==> config.mk <==
export PLATFORM = sky130hd
export DESIGN_NAME = mms_mpacket_tx_sched
export DESIGN_NICKNAME = d
export VERILOG_FILES = /design/src/rtl/mms_mpacket_tx_sched.sv
export SDC_FILE = /design/constraint.sdc
export NUM_CORES = 1
export LEC_CHECK = 0
export CAP_MARGIN = 25
export CORE_MARGIN = 2
export CORE_UTILIZATION = 46
export DETAILED_ROUTE_END_ITERATION = 6
export GPL_ROUTABILITY_DRIVEN = 0
export GPL_TIMING_DRIVEN = 1
export PLACE_DENSITY = 0.69
export SYNTH_ARGS = -nofsm -noshare
export SYNTH_HDL_FRONTEND = slang
export SYNTH_SLANG_ARGS = --single-unit
==> constraint.sdc <==
create_clock -name clk -period 1.65 [get_ports clk]
set_input_delay 0.33 -clock clk [delete_from_list [all_inputs] [get_ports clk]]
set_output_delay 0.33 -clock clk [all_outputs]
set_load 0.05 [all_outputs]
==> src/rtl/mms_mpacket_tx_sched.sv <==
// MAC Merge verify/respond mPacket transmit scheduler.
// Arbitrates send_r/send_v against MAC traffic and streams one mPacket per grant.
module mms_mpacket_tx_sched #(
  parameter int unsigned PREAMBLE_LEN = 7,
  parameter int unsigned PAYLOAD_LEN  = 60,
  parameter int unsigned IPG_LEN      = 12,
  parameter logic [7:0]  SMD_V        = 8'h07,
  parameter logic [7:0]  SMD_R        = 8'h19,
  parameter logic [31:0] MCRC_VAL     = 32'h0000_0000
) (
  input  logic       clk,
  input  logic       reset_n,
  input  logic       send_v,
  input  logic       send_r,
  input  logic       tx_busy,
  input  logic       tx_ready,
  output logic [7:0] txd,
  output logic       tx_en,
  output logic       mpkt_active,
  output logic       v_done,
  output logic       r_done
);

  localparam int unsigned MAX_A =
    (PREAMBLE_LEN > PAYLOAD_LEN) ? PREAMBLE_LEN : PAYLOAD_LEN;
  localparam int unsigned MAX_B =
    (MAX_A > IPG_LEN) ? MAX_A : IPG_LEN;
  localparam int unsigned CNT_MAX = (MAX_B > 4) ? MAX_B : 4;
  localparam int unsigned CW = $clog2(CNT_MAX);

  localparam logic [CW-1:0] PRE_LAST = CW'(PREAMBLE_LEN - 1);
  localparam logic [CW-1:0] PAY_LAST = CW'(PAYLOAD_LEN - 1);
  localparam logic [CW-1:0] IPG_LAST = CW'(IPG_LEN - 1);
  localparam logic [CW-1:0] CRC_LAST = CW'(3);
  localparam logic [CW-1:0] CNT_ONE  = CW'(1);

  typedef enum logic [2:0] {
    S_IDLE,
    S_PRE,
    S_SMD,
    S_PAY,
    S_CRC,
    S_IPG
  } state_e;

  state_e        state_q, state_d;
  logic [CW-1:0] cnt_q, cnt_d;
  logic          kind_q, kind_d;
  logic [7:0]    txd_q, txd_d;
  logic          tx_en_q, tx_en_d;
  logic          act_q, act_d;
  logic          v_done_q, v_done_d;
  logic          r_done_q, r_done_d;
  logic          acc;

  assign acc = tx_en_q & tx_ready;

  always_comb begin
    state_d  = state_q;
    cnt_d    = cnt_q;
    kind_d   = kind_q;
    v_done_d = 1'b0;
    r_done_d = 1'b0;
    unique case (state_q)
      S_IDLE: begin
        if ((send_r | send_v) & ~tx_busy) begin
          state_d = S_PRE;
          cnt_d   = '0;
          kind_d  = send_r;
        end
      end
      S_PRE: begin
        if (acc) begin
          if (cnt_q == PRE_LAST) begin
            state_d = S_SMD;
            cnt_d   = '0;
          end else begin
            cnt_d = cnt_q + CNT_ONE;
          end
        end
      end
      S_SMD: begin
        if (acc) begin
          state_d = S_PAY;
          cnt_d   = '0;
        end
      end
      S_PAY: begin
        if (acc) begin
          if (cnt_q == PAY_LAST) begin
            state_d = S_CRC;
            cnt_d   = '0;
          end else begin
            cnt_d = cnt_q + CNT_ONE;
          end
        end
      end
      S_CRC: begin
        if (acc) begin
          if (cnt_q == CRC_LAST) begin
            state_d  = S_IPG;
            cnt_d    = '0;
            v_done_d = ~kind_q;
            r_done_d = kind_q;
          end else begin
            cnt_d = cnt_q + CNT_ONE;
          end
        end
      end
      S_IPG: begin
        // IPG runs on wall-clock cycles; tx_ready plays no part here
        if (cnt_q == IPG_LAST) begin
          state_d = S_IDLE;
          cnt_d   = '0;
        end else begin
          cnt_d = cnt_q + CNT_ONE;
        end
      end
      default: begin
        state_d = S_IDLE;
        cnt_d   = '0;
      end
    endcase
  end

  // Outputs are registered from the next state so they align with it
  always_comb begin
    txd_d   = 8'h00;
    tx_en_d = 1'b0;
    act_d   = (state_d != S_IDLE);
    unique case (state_d)
      S_PRE: begin
        txd_d   = 8'h55;
        tx_en_d = 1'b1;
      end
      S_SMD: begin
        txd_d   = kind_d ? SMD_R : SMD_V;
        tx_en_d = 1'b1;
      end
      S_PAY: begin
        txd_d   = 8'h00;
        tx_en_d = 1'b1;
      end
      S_CRC: begin
        tx_en_d = 1'b1;
        unique case (cnt_d[1:0])
          2'd0:    txd_d = MCRC_VAL[7:0];
          2'd1:    txd_d = MCRC_VAL[15:8];
          2'd2:    txd_d = MCRC_VAL[23:16];
          default: txd_d = MCRC_VAL[31:24];
        endcase
      end
      default: begin
        txd_d   = 8'h00;
        tx_en_d = 1'b0;
      end
    endcase
  end

  always_ff @(posedge clk or negedge reset_n) begin
    if (!reset_n) begin
      state_q  <= S_IDLE;
      cnt_q    <= '0;
      kind_q   <= 1'b0;
      txd_q    <= 8'h00;
      tx_en_q  <= 1'b0;
      act_q    <= 1'b0;
      v_done_q <= 1'b0;
      r_done_q <= 1'b0;
    end else begin
      state_q  <= state_d;
      cnt_q    <= cnt_d;
      kind_q   <= kind_d;
      txd_q    <= txd_d;
      tx_en_q  <= tx_en_d;
      act_q    <= act_d;
      v_done_q <= v_done_d;
      r_done_q <= r_done_d;
    end
  end

  assign txd         = txd_q;
  assign tx_en       = tx_en_q;
  assign mpkt_active = act_q;
  assign v_done      = v_done_q;
  assign r_done      = r_done_q;

endmodule

# Word level (Yosys, flattened, before mapping)
# Cells that the tools add are included.
[totals] ff_bits=22 inputBits=6 output_inout_bits=12 wordCells=67
[classes] addsub=1 eq_ne=18 muxes=31 n_bitwise=5 n_reduce_logical=4
[op_table] operator="2-to-1 mux 6 bit" n=9
[op_table] operator="case mux 6 bit (6 select lines)" n=1
[op_table] operator="2-to-1 mux 3 bit" n=9
[op_table] operator="case mux 3 bit (6 select lines)" n=1
[op_table] operator="case mux 7 bit (2 select lines)" n=1
[op_table] operator="equality test 3 x 2 -> 1 bit (second input constant)" n=4
[op_table] operator="!= test 2 bit (second input constant)" n=5
[op_table] operator="equality test 3 bit (second input constant)" n=3
[op_table] operator="2-to-1 mux 1 bit" n=9
[op_table] operator="adder 6 x 1 -> 6 bit (second input constant)" n=1
[op_table] operator="equality test 3 x 1 -> 1 bit (second input constant)" n=2
[op_table] operator="equality test 6 x 2 -> 1 bit (second input constant)" n=1
[op_table] operator="equality test 6 x 3 -> 1 bit (second input constant)" n=1
[op_table] operator="equality test 6 x 4 -> 1 bit (second input constant)" n=1
[op_table] operator="equality test 6 bit (second input constant)" n=1
[op_table] operator="2-to-1 mux 5 bit" n=1
[op_table] operator="AND reduction 5 bit" n=1
[op_table] operator="OR reduction 4 bit" n=1
[op_table] operator="logical NOT 3 bit" n=1
[op_table] operator="nonzero test 3 bit" n=1
[op_table] operator="bitwise AND 1 bit" n=2
[op_table] operator="NOT 1 bit" n=2
[op_table] operator="OR 1 bit" n=1

# Depth between registers and ports, before layout
[depth] word_depth=7 ltp_mapped=7 depth_no_buf=7

# Worst setup path after synthesis
# OpenSTA, ideal clock, no wires.
[synth_timing] kind="register to register" from="reg cnt_q[0]" to="reg cnt_q[0]" setup_time_ns=0.125 arrival_time_ns=1.663 t_required_ns=1.525 setup_slack_ns=-0.138 path_stages_with_launch=8 path_buffers=0 synth_period_minus_slack_ns=1.788 path_cell_list="dfrtp_1 > inv_1 > ha_1 > nand2_1 > or4b_4 > a21oi_4 > nor2_2 > mux2_4"
[synth_between] elab_chain_len=4 elab_cells_between_ends=13 cone_classes="add/sub (1); eq/ne (4); mux (8)"
[synth_rtl] element="start, declared" line_no="47" text="logic [CW-1:0] cnt_q, cnt_d;"
[synth_rtl] element="start signal, assigned" line_no="172" text="cnt_q <= cnt_d;"
[synth_rtl] element="adder 6 x 1 -> 6 bit (tied with other cells)"
[synth_rtl] element="2-to-1 mux 6 bit, on equally long branches" line_no="100, 74, 90"
[synth_rtl] element="2-to-1 mux 6 bit, on equally long branches" line_no="99, 73, 89"
[synth_rtl] element="case mux 6 bit (6 select lines) (*)" line_no="64" text="unique case (state_q)"
# Mark *: on every way between the ends. The rest lies on a longest branch, timed or not. The select of a mux whose other input is x is not followed.
# A chain may end at the register's enable or synchronous reset.

# Worst setup path in the final report
# Ends and elaborated chain as after synthesis.

==> summary.md <==
## Outcome
* finished with violations — status
* setup timing — failing checks

## Worst setup path
* cnt_q[0]$_DFFE_PN0P_ — startpoint of the worst register-to-register path
* 5 — Worst Path Max Fanout
* cnt_q[0]$_DFFE_PN0P_ — timing startpoint of the critical path
* flop — nature of the critical path startpoint
* flop — kind of capture point of the worst setup path
* reg -> reg — start-to-end type of the worst setup path
* 1860 ps — data required time of the critical path
* 2090 ps — data arrival time of the critical path

## Clock network
* 310 ps — latest clock arrival within the worst-skew pair
* built — CTS tree
* 3 — total CTS buffers
* 2 — maximum clock path buffer count
* 1 — total number of H-tree levels
* sky130_fd_sc_hd__clkbuf_4 — clock root buffer
* 20 — clk sinks
* 120 ps — clock-pin slew on the worst setup and hold paths

## Finish
* 502 µm² — register area
* 0.467 — fraction of final layout cells sized beyond drive strength 1
* 185 — Fill cells
* 0 — diodes inserted
* sky130_fd_sc_hd__buf_4 (39), sky130_fd_sc_hd__dfrtp_1 (19), sky130_fd_sc_hd__nand2_1 (8) — most used cells in the layout excluding fill and tap cells
* 636 µm² — Multi-input gate area
* 0.714 — Finished Core Util
* 46.3% — area overhead of the layout relative to synthesis
* 161 — Post-layout nets
* sky130_fd_sc_hd__buf_4 — most common cell after layout, fill and taps aside
* 1590 µm² — Design Area, Final

## Power and ir drop
* 0.00127 W — Internal Power
* 0.00210 W — total design power
* 0.740 nW — leakage power of the design
* 0.350 — proportion of power drawn by flip-flops and latches
* 0.000821 V — maximum ir drop on the vdd rail
* 1320 nW/µm² — power density relative to cell area
* 0.000827 W — switching power
* 0.139 — Clk network pwr share
* 0.394 — switching power as a share of total power
* 0.511 — fraction of power consumed by combinational cells

## Drt
* 20 — initial DRC count
* 2720 µm — Final Routed Wirelength
* 993 — detailed-route via count
* 5.52 — via density per instance
* 0 — drt drc
* 0 — remaining number of nets flagged by the antenna check after routing
* 15.1 µm — wire length per cell
* 4 — detailed-routing iteration count for the pre-antenna-repair pass

## Placement
* 1450 µm² — placed standard-cell area
* 1870 µm — HPWL after detailed placement
* 15 — IO buf count

## Synthesis
* 20 — Yosys reg bits
* 43 — count of unique library cells instantiated by Yosys
* 108 — number of standard cells after synthesis
* 0.459 — fraction of the yosys area taken by sequential cells
* 0.0138 — share of cell area taken by muxes after synthesis
* 10.1 µm² — syn avg cell area
* 1090 µm² — area of the mapped netlist
* compound AO/OA/AOI/OAI gates — main combinational cell family by area after synthesis
* 0.00804 — xor/xnor cell area share of the yosys netlist
* 0.227 — compound-gate portion of the synthesized area
* 0 — synthesis warning total
* 0.215 — post-synthesis share of cell area spent on and, or, nand and nor gates
* 0.0230 — Post-Synth Adder-Cell Area

## STA
* 13 — final setup violation count
* 1.14 — Final period util
* 12.1 ps — Clock Skews
* 348 ps — worst hold margin
* -228 ps — post-route worst setup slack
* yes — setup repair after global routing missed its margin
* 1880 ps — post-layout minimum cycle time
* 0 — final slew viol count
* 532 MHz — Fmax achieved
* -1610 ps — summed negative setup slack over all endpoints
* 0 — final hold vios

## Die
* 18 — IO Count
* 2230 µm² — core box area
* 52.7 µm — y dimension of the die
* 17 — number of placement rows
* 0.488 — initial core utilization
* 2770 µm² — area of the die
* 52.7 µm — die span in x

## Global route
* 945 — number of global-route vias before repair
* 0 — number of antenna violations at the first check in global routing
* 0 — overall overflow remaining after global route
* 0.218 — total global routing track utilization
* 21 — pin count of the biggest net entering global routing
* 4330 µm — first-pass GRT wire length

## Hold path
* in -> async — HP Class

## Run
* 0 — maximum capacitance violations

metal layers:
layer / wire (µm) / GRT usage
met4: 68 / 0.0641
met2: 1300 / 0.354
met1: 1250 / 0.296
met5: 0 / 0
met3: 105 / 0.0343
final timing paths:
check | slack, ps | end | depth (start not counted)
min | 350 | kind_q$_DFF_PN0_ | 2
max in group asynchronous | 1070 | tx_en$_DFF_PN0_ | 2
min reg2reg | 510 | v_done$_DFF_PN0_ | 1
min in group clk | 510 | v_done$_DFF_PN0_ | 1
max reg2reg | -230 | cnt_q[0]$_DFFE_PN0P_ | 7
max | -230 | cnt_q[0]$_DFFE_PN0P_ | 7
per-stage QoR:
| step | instances | setup WS (ps) |
|---|---|---|
| after floorplan | 109 | -114 |
| after global placement | 175 | -342 |
| after CTS | 178 | -211 |
| after detailed placement | 175 | -385 |
| after global routing | 180 | -293 |
| final | 180 | -228 |
logic make-up after synthesis:
| logic type | after synthesis |
|---|---|
| XOR/XNOR | 1 |
| flip-flops | 20 |
| adder cells (fa/ha/maj) | 2 |
| other | 1 |
| multiplexers | 1 |
| AND/OR/NAND/NOR | 41 |
| AO/OA/AOI/OAI | 32 |
| buffers and inverters | 10 |
synth_stat cells, drive strengths merged:
cell,n,area [µm²]
dfrtp,20,500
nand2,9,33.8
nor2,8,32.5
o21ai,8,40.0
a21oi,7,50.1
buf,5,36.3
a22o,4,35.0
and2,3,18.8
and3,3,18.8
inv,3,11.3
nand3,3,15.0
nor2b,3,18.8
nor4b,3,26.3
a21boi,2,15.0
a21o,2,15.0
clkbuf,2,7.51
ha,2,25.0
nor4,2,12.5
a2111oi,1,15.0
a211oi,1,7.51
a311oi,1,15.0
a31o,1,8.76
a31oi,1,6.26
and4b,1,10.0
conb,1,3.75
mux2,1,15.0
nand2b,1,6.26
nand3b,1,7.51
nand4,1,6.26
o211a,1,10.0
o211ai,1,12.5
o21ba,1,10.0
o31ai,1,7.51
or2,1,6.26
or4,1,7.51
or4b,1,13.8
xnor2,1,8.76
power groups by stage:
stage	clock [W]	sequential (W)	combinational, W
2_1_floorplan	0	0.000730	0.000508
3_3_place_gp	0	0.000714	0.000895
3_5_place_dp	0	0.000717	0.000917
4_1_cts	0.000300	0.000710	0.000949
5_1_grt	0.000315	0.000747	0.00116
6_report	0.000291	0.000734	0.00107
repair_timing:
action | in CTS | in global routing
gates resized for setup | 4 | 20
hold buffers | 0 | 0
pin swaps | 2 | 6
endpoints found under the setup margin | 15 | 17
setup buffers | 0 | 2
critical path, stage by stage, from the launching register on:
cell,delay [ps]
sky130_fd_sc_hd__dfrtp_1,440
sky130_fd_sc_hd__inv_2,90
sky130_fd_sc_hd__ha_4,130
sky130_fd_sc_hd__nand2_2,60
sky130_fd_sc_hd__or4b_4,500
sky130_fd_sc_hd__a21oi_4,240
sky130_fd_sc_hd__nor2_4,60
sky130_fd_sc_hd__mux2_4,250
flip-flops by register name, summed over array words and instances (netlist names):
| signal | cells |
|---|---|
| cnt_q | 6 |
| kind_q | 1 |
| mpkt_active | 1 |
| r_done | 1 |
| state_q | 3 |
| tx_en | 1 |
| txd | 6 |
| v_done | 1 |
final cells by class:
type                       instances  share of cell area
clock buffer                       4              0.0228
tap                               28              0.0220
inverter                           3             0.00706
timing repair buffer              46               0.235
sequential                        20               0.315
multi-input combinational         79               0.399
Note: power is estimated with default switching activity, not from simulation.
